File: src/rtl/pipeline_collector_if.sv
// Result-word handshake between an upstream pipeline stage, the collector buffer
// and the downstream consumer.
interface pipeline_collector_if #(
  parameter int WIDTH = 32
);
  logic [WIDTH-1:0] in_data;
  logic             in_valid;
  logic [WIDTH-1:0] out_data;
  logic             out_valid;
  logic             out_ready;

  modport master (
    output in_data,
    output in_valid,
    input  out_data,
    input  out_valid,
    output out_ready
  );

  modport slave (
    input  in_data,
    input  in_valid,
    output out_data,
    output out_valid,
    input  out_ready
  );
endinterface

File: src/rtl/pipeline_collector.sv
// First-word-fall-through collector for a pipeline with no backpressure: buffers
// results, drops and counts words arriving while full, supports a synchronous flush.
module pipeline_collector #(
  parameter int WIDTH = 32,
  parameter int DEPTH = 4
) (
  input  logic                     clk,
  input  logic                     reset,
  pipeline_collector_if.slave      bus,
  input  logic                     flush,
  output logic [$clog2(DEPTH):0]   count,
  output logic                     full,
  output logic                     empty,
  output logic                     overflow,
  output logic [7:0]               drop_count
);
  localparam int AW = $clog2(DEPTH);
  localparam int CW = AW + 1;

  logic [WIDTH-1:0] mem_q [DEPTH];
  logic [AW-1:0]    wr_ptr_q, wr_ptr_d;
  logic [AW-1:0]    rd_ptr_q, rd_ptr_d;
  logic [CW-1:0]    count_q, count_d;
  logic             overflow_q, overflow_d;
  logic [7:0]       drop_count_q, drop_count_d;
  logic             push, pop, drop;

  assign full  = (count_q == CW'(DEPTH));
  assign empty = (count_q == '0);

  // A full buffer still accepts a word when the head leaves in the same cycle.
  always_comb begin
    pop  = !empty && bus.out_ready && !flush;
    push = bus.in_valid && (!full || pop) && !flush;
    drop = bus.in_valid && full && !pop && !flush;
  end

  always_comb begin
    wr_ptr_d     = wr_ptr_q;
    rd_ptr_d     = rd_ptr_q;
    count_d      = count_q;
    overflow_d   = overflow_q;
    drop_count_d = drop_count_q;
    if (flush) begin
      wr_ptr_d = '0;
      rd_ptr_d = '0;
      count_d  = '0;
    end else begin
      if (push) wr_ptr_d = wr_ptr_q + 1'b1;
      if (pop)  rd_ptr_d = rd_ptr_q + 1'b1;
      case ({push, pop})
        2'b10:   count_d = count_q + 1'b1;
        2'b01:   count_d = count_q - 1'b1;
        default: count_d = count_q;
      endcase
    end
    if (drop) begin
      overflow_d = 1'b1;
      if (drop_count_q != 8'hFF) drop_count_d = drop_count_q + 8'd1;
    end
  end

  always_ff @(posedge clk or negedge reset) begin
    if (!reset) begin
      wr_ptr_q     <= '0;
      rd_ptr_q     <= '0;
      count_q      <= '0;
      overflow_q   <= 1'b0;
      drop_count_q <= '0;
    end else begin
      wr_ptr_q     <= wr_ptr_d;
      rd_ptr_q     <= rd_ptr_d;
      count_q      <= count_d;
      overflow_q   <= overflow_d;
      drop_count_q <= drop_count_d;
    end
  end

  // Storage is left unreset; pointers and count alone define what is valid.
  always_ff @(posedge clk) begin
    if (push) mem_q[wr_ptr_q] <= bus.in_data;
  end

  assign bus.out_data  = mem_q[rd_ptr_q];
  assign bus.out_valid = !empty;
  assign count         = count_q;
  assign overflow      = overflow_q;
  assign drop_count    = drop_count_q;
endmodule
File: src/flat_wrapper.sv
// flat-port wrapper written by rule: the top's interface ports become plain ports
module pipeline_collector_flat 
#(
  parameter int WIDTH = 32,
  parameter int DEPTH = 4
)
  (clk, reset, flush, count, full, empty, overflow, drop_count, bus_in_data, bus_in_valid, bus_out_data, bus_out_valid, bus_out_ready);
  pipeline_collector_if #(.WIDTH(WIDTH)) bus_i ();
  input  logic clk;
  input  logic reset;
  input  logic flush;
  output logic [$clog2(DEPTH):0] count;
  output logic full;
  output logic empty;
  output logic overflow;
  output logic [7:0] drop_count;
  input wire logic [$bits(bus_i.in_data)-1:0] bus_in_data;
  input wire logic [$bits(bus_i.in_valid)-1:0] bus_in_valid;
  output wire logic [$bits(bus_i.out_data)-1:0] bus_out_data;
  output wire logic [$bits(bus_i.out_valid)-1:0] bus_out_valid;
  input wire logic [$bits(bus_i.out_ready)-1:0] bus_out_ready;
  assign bus_i.in_data = bus_in_data;
  assign bus_i.in_valid = bus_in_valid;
  assign bus_out_data = bus_i.out_data;
  assign bus_out_valid = bus_i.out_valid;
  assign bus_i.out_ready = bus_out_ready;
  pipeline_collector #(.WIDTH(WIDTH), .DEPTH(DEPTH)) u_core (.clk(clk), .reset(reset), .bus(bus_i), .flush(flush), .count(count), .full(full), .empty(empty), .overflow(overflow), .drop_count(drop_count));
endmodule
File: config.mk
export PLATFORM = sky130hd
export DESIGN_NAME = pipeline_collector_flat
export DESIGN_NICKNAME = d
export VERILOG_FILES = /design/src/rtl/pipeline_collector_if.sv /design/src/rtl/pipeline_collector.sv /design/src/flat_wrapper.sv
export SDC_FILE = /design/constraint.sdc
export NUM_CORES = 1
export LEC_CHECK = 0
export CORE_MARGIN = 2
export CORE_UTILIZATION = 50
export CTS_BUF_LIST = sky130_fd_sc_hd__clkbuf_4 sky130_fd_sc_hd__clkbuf_8
export CTS_CLUSTER_SIZE = 28
export DETAILED_ROUTE_END_ITERATION = 10
export PLACE_DENSITY = 0.81
export SLEW_MARGIN = 20
export SYNTH_ARGS = -nofsm -noshare
export SYNTH_HDL_FRONTEND = slang
export SYNTH_SLANG_ARGS = --single-unit
File: constraint.sdc
create_clock -name clk -period 2.2 [get_ports clk]
set_input_delay 0.44 -clock clk [delete_from_list [all_inputs] [get_ports clk]]
set_output_delay 0.44 -clock clk [all_outputs]
set_load 0.005 [all_outputs]
==> results of run 1 <==
state kept, by name, summed over array words and instances, names as in the netlist:
register,cells
u_core.count,3
u_core.drop_count,8
u_core.mem_q,128
u_core.overflow,1
u_core.rd_ptr_q,2
u_core.wr_ptr_q,2
area by class of cell:
cell class | count | area share
clock buffers | 20 | 0.0348
clock inverters | 12 | 0.0160
inverters | 6 | 0.00306
multi-input cells | 110 | 0.177
flip-flops and latches | 144 | 0.577
well taps | 140 | 0.0238
repair buffers | 125 | 0.169
placed cells by master (no fill, tap or decap), types with 3 or more instances in the layout:
master,instances
buf_2,27
nor2_1,7
and2_2,4
buf_6,13
ha_1,5
nand3_1,6
o21ai_0,5
buf_4,18
clkinv_1,3
clkinvlp_4,3
dfrtp_1,14
edfxtp_1,128
clkinv_2,3
inv_1,5
and3_1,3
clkbuf_8,17
nand2_1,9
nand4_1,3
buf_12,12
clkdlybuf4s50_1,48
mux4_2,32
nor2b_1,3
xnor2_1,5
clkbuf_4,3
metal layers:
layer | track usage | routed length, um | up-vias
met5 | 0 | 0 | -
met3 | 0.0676 | 789 | 13
met4 | 0.0552 | 103 | 0
li1 | - | - | 1366
met1 | 0.250 | 4390 | 1563
met2 | 0.306 | 5360 | 123
per-stage QoR:
| step | hold slack, ns | std cells | TNS (ns) |
|---|---|---|---|
| floorplan | 0.144 | 271 | 0 |
| global route | 0.355 | 557 | -3.47 |
| finish | 0.318 | 557 | -1.62 |
| CTS | 0.306 | 556 | -2.23 |
| global placement | 0.480 | 509 | -23.07 |
| detailed placement | 0.457 | 509 | -28.15 |
how the worst min path moves through the flow:
| stage | depth (start not counted) | endpoint | from |
|---|---|---|---|
| final | 2 | u_core.drop_count[6] | reset |
| after global routing | 2 | u_core.drop_count[6] | reset |
| after CTS | 2 | u_core.drop_count[6] | reset |
| after detailed placement | 1 | u_core.overflow | u_core.overflow |
| after global placement | 1 | u_core.overflow | u_core.overflow |
| after floorplan | 0 | u_core.count[0] | reset |
cell families after synthesis:
group | after synthesis | synth area share
buffers and inverters | 17 | 0.0134
DFF | 144 | 0.757
AOI/OAI and AO/OA | 13 | 0.0167
xor gates and xnor gates | 7 | 0.0109
and+or+nand+nor | 48 | 0.0496
adders and majority gates | 6 | 0.0147
muxes | 36 | 0.137
power groups by stage:
| stage | sequential [mW] | clock (mW) | combinational, mW |
|---|---|---|---|
| 6_report | 3.15 | 1.93 | 1.23 |
| 5_1_grt | 3.16 | 2.09 | 1.33 |
| 4_1_cts | 3.15 | 1.97 | 1.22 |
| 3_5_place_dp | 3.21 | 0 | 1.09 |
| 3_3_place_gp | 3.20 | 0 | 1.07 |
| 2_1_floorplan | 3.20 | 0 | 0.487 |
repair_timing:
action	in CTS	in global routing
cloned	2	0
hold buffers	0	0
buffers inserted	14	1
hold endpoints to repair	0	0
endpoints found under the setup margin	35	33
resized for setup	145	9
pin swaps	0	0
==> flow_metrics.tcl, run 1 <==
set metrics [dict create \
    vias 3065 \
    nNetsFinal 447 \
    syn_to_final_growth_pct 31.4 \
    max-slew-margin-rel 0.807 \
    powerDensity_nw_per_um2 857 \
    rows 38 \
    grt_pass1_wl_mm 16.4 \
    synth_top_area_frac 0.686 \
    seqCellArea_um2 4250 \
    drc 0 \
    critPathArrivalTime_ns 1.86 \
    clk_latency_ns 0.43 \
    path_clk_slew_ns 0.07 \
    synth_area_um2 5600 \
    setup_ws_ns -0.103 \
    clock_path_buffers 2 \
    violations "negative setup slack" \
    wirelength_mm 10.6 \
    htreeDepth 4 \
    cts_tree "yes" \
    fin_worst_skew_ns 0.00857 \
    vias_per_cell 5.50 \
    grt_pass1_vias 3181 \
    fillers 713 \
    slowest_stage "mux4_2" \
    die_x_um 110 \
    globalplace.congestion 0.761 \
    power.internal_mw 4.87 \
    core_um2 10900 \
    timing.rr.end "u_core.count[1]" \
    comb_power_share 0.195 \
    worst-path-buf-inv 4 \
    critPathMaxStageDelay_ns 0.49 \
    path_depth 5 \
    rr_worst_depth 7 \
    tightestPinTransition_ns 0.289 \
    async_flop_share 0.111 \
    dr.first_iter.drc_count 214 \
    crit_path_start_kind "flip-flop" \
    first_pass_iters 5 \
    power_frac_seq 0.499 \
    die_y_um 110 \
    antenna_found_initial 0 \
    multi_input_area_um2 1300 \
    max_freq_mhz 434 \
    dp_hpwl_mm 6.74 \
    crit_path_start "u_core.rd_ptr_q[0]" \
    portBuffers 83 \
    synth_largest_area_cell "edfxtp_1" \
    finalPower_mw 6.31 \
    antenna_cells 0 \
    drv_cap 0 \
    grt.total_usage 0.191 \
    root_buffer "clkbuf_8" \
    crit_path_end "bus_out_data[15]" \
    avgSynthCellArea_um2 20.7 \
    worstPathRequired_ns 1.76 \
    gr-total-overflow 0 \
    critical_path.endpoint_type "primary output" \
    critPathMostFrequentCell "buf_6" \
    ir_drop_mv 0.624 \
    dieArea_um2 12100 \
    crit_path_max_fanout 8 \
    fin_area_um2 7360 \
    synth_edf_count 128 \
    synth_warnings 0 \
    grt_max_degree 27 \
    switching_share 0.228 \
    yosysSeqAreaShare 0.757 \
    ys_types 39 \
    ys_ff_latch 144 \
    r2r_start "u_core.count[0]" \
    cts-buffers-inserted 17 \
    initial_core_util 0.515 \
    status "finished, violations left" \
    syn-instance-count 271 \
    p_sw_mw 1.44 \
    postPlaceCellArea_um2 6860 \
    ys_top_cells_by_count "edfxtp_1 (128), mux4_2 (32), dfrtp_1 (16)" \
    yosysMostFrequentCell "edfxtp_1" \
    path_cells "buf_6, buf_12, buf_6, mux4_2, buf_2" \
    place_ws_ns -0.234 \
    hold_path_class "input pin to asynchronous set/reset pin" \
    pwr-share-clk 0.306 \
    yosys_most_used_dff "edfxtp_1" \
    critical_path_class "flip-flop to primary output" \
    rsz0062_at_grt "true" \
    num_io_pins 84 \
    synth.area.top_cells "edfxtp_1 (69%), mux4_2 (13%), dfrtp_1 (7.1%), ha_1 (1.1%), xnor2_1 (0.78%)" \
    drive_gt1_frac 0.362 \
    leakage_nw 2.63 \
    wire_per_inst_um 19.1 \
    finalSetupViolCount 26 \
    finalHoldViolCount 0 \
    synth_nets 314 \
    fin_crit_sh 1.05 \
    cts.sinks 144 \
    antenna_left 0 \
    path_delay_family "buffers and inverters" \
    final_core_util 0.676 \
    min_period_ns 2.30 \
    slew_viol_final 0 \
    regToRegSetupSlack_ns 0.10 \
]
(Power assumes the default switching activity.)
==> run 2: changes to the inputs <==
--- a/config.mk
+++ b/config.mk
@@ -6,11 +6,11 @@
 export NUM_CORES = 1
 export LEC_CHECK = 0
 export CORE_MARGIN = 2
-export CORE_UTILIZATION = 50
+export CORE_UTILIZATION = 45
 export CTS_BUF_LIST = sky130_fd_sc_hd__clkbuf_4 sky130_fd_sc_hd__clkbuf_8
 export CTS_CLUSTER_SIZE = 28
 export DETAILED_ROUTE_END_ITERATION = 10
-export PLACE_DENSITY = 0.81
+export PLACE_DENSITY = 0.74
 export SLEW_MARGIN = 20
 export SYNTH_ARGS = -nofsm -noshare
 export SYNTH_HDL_FRONTEND = slang
==> run 2 against run 1 <==
The run still ends with negative setup slack left. Routed wire length decreased by 1.8%. Via count shrank 4.6%. Critical path depth is the same. Clock power rose by 15%. Critical endpoint is now bus_out_data[13]. Global-route usage fell by 2.3 points. First-iteration DRC count fell by 3.7%. Combinational power down 11%. Register-to-register slack about the same. Utilization down 7.1 points. Die area up 11%.
==> flow_metrics.tcl, run 2 (synthesis results as in run 1) <==
set metrics [dict create \
    status "finished, violations left" \
    violations "negative setup slack" \
    r2r_start "u_core.count[2]" \
    core_um2 12100 \
    critPathMaxStageDelay_ns 0.49 \
    drc 0 \
    num_io_pins 84 \
    setup-tns-final_ns -2.62 \
    die_x_um 116 \
    vias 2925 \
    setup_ws_ns -0.161 \
    cts.sinks 144 \
    nNetsFinal 437 \
    worstPathRequired_ns 1.76 \
    syn_to_final_growth_pct 30.3 \
    portBuffers 83 \
    finalPower_mw 6.47 \
    min_period_ns 2.36 \
    crit_path_start "u_core.rd_ptr_q[0]" \
    largest_reg_flops 128 \
    globalplace.congestion 0.843 \
    cts_hold_buffers 0 \
    rr_worst_depth 7 \
    htreeDepth 4 \
    path_clk_slew_ns 0.08 \
    antenna_left 0 \
    max_freq_mhz 424 \
    powerDensity_nw_per_um2 887 \
    vias_per_cell 5.09 \
    clk_latency_ns 0.44 \
    path_cells "buf_12, buf_8, buf_16, mux4_2, buf_2" \
    critical_path.endpoint_type "primary output" \
    drv_cap 0 \
    rsz0062_at_grt "true" \
    cts-buffers-inserted 17 \
    crit_path_start_kind "flip-flop" \
    grt_max_degree 28 \
    largest-register "u_core.mem_q" \
    critical_path_class "flip-flop to primary output" \
    final_core_util 0.605 \
    clock_path_buffers 2 \
    hold_path_class "input pin to asynchronous set/reset pin" \
    first_pass_iters 4 \
    finalSetupViolCount 28 \
    rows 40 \
    dr.first_iter.drc_count 206 \
    place_ws_ns -0.169 \
    cts_tree "yes" \
    gr-total-overflow 0 \
    antenna_found_initial 0 \
    leakage_nw 2.58 \
    initial_core_util 0.465 \
    slew_viol_final 0 \
    dp_hpwl_mm 6.35 \
    grt.total_usage 0.168 \
    wirelength_mm 10.5 \
    grt_pass1_vias 3073 \
    fin_worst_skew_ns 0.0112 \
    final_common_cell "edfxtp_1" \
    critPathArrivalTime_ns 1.92 \
    max-slew-margin-rel 0.812 \
    hold_slack_ns 0.322 \
    finalHoldViolCount 0 \
    root_buffer "clkbuf_8" \
    die_y_um 116 \
    ir_drop_mv 0.353 \
    mostFrequentLayoutCells "edfxtp_1 (128), clkdlybuf4s50_1 (48), mux4_2 (32)" \
    wire_per_inst_um 18.2 \
    dieArea_um2 13400 \
    fin_crit_sh 1.07 \
    drive_gt1_frac 0.344 \
    antenna_cells 0 \
    crit_path_max_fanout 6 \
    tightestPinTransition_ns 0.281 \
    grt_pass1_wl_mm 16.5 \
    slowest_stage "mux4_2" \
]
## run 2: cell count changes in the layout (fill, tap and decap cells not counted), sizes merged
cell      delta
clkinv       -2
inv          +1
clkbuf       -3
buf          -9
bufinv       +2
clkinvlp     +1
## run 2: cell type report
class	count	area [um2]
clock buffers	18	241
clock inverters	14	189
fillers	863	4760
inverters	6	22.5
multi-input cells	110	1300
flip-flops and latches	144	4250
well taps	168	210
repair buffers	115	1090
## run 2: critical path: cells and delay by family, from the launching register on
| kind | cells | cell delay, ns |
|---|---|---|
| flip-flops | 1 | 0.48 |
| buffers and inverters | 4 | 0.51 |
| multiplexers | 1 | 0.49 |
## run 2: where the power goes
part	internal [mW]	switching [mW]	total (mW)	leakage, nW
Sequential	3.09	0.0576	3.15	1.37
Combinational	0.654	0.447	1.10	1.00
Clock	1.25	0.977	2.22	0.204
## run 2: final timing paths
kind	slack, ns	end
max reg2reg	0.11	u_core.count[1]
max in group asynchronous	1.67	u_core.rd_ptr_q[0]
min in group clk	0.48	u_core.overflow
min	0.32	u_core.drop_count[1]
max	-0.16	bus_out_data[13]
min reg2reg	0.48	u_core.overflow
## run 2: what timing repair did
item,4_1_cts,5_1_grt
resized for setup,143,7
endpoints found under the setup margin,35,33
cloned,4,0
buffers inserted,7,2
## run 2: layer usage
metal,up-vias,routed length (um),track usage
met5,-,0,0
li1,1344,-,-
met4,0,63,0.0482
met3,7,710,0.0643
met1,1472,4530,0.217
met2,102,5160,0.271
## run 2: stage by stage
step | cell area (um2) | std cells
after floorplan | 5610 | 271
after global placement | 6870 | 535
after detailed placement | 6870 | 535
after CTS | 7340 | 577
after global routing | 7300 | 575
final | 7300 | 575
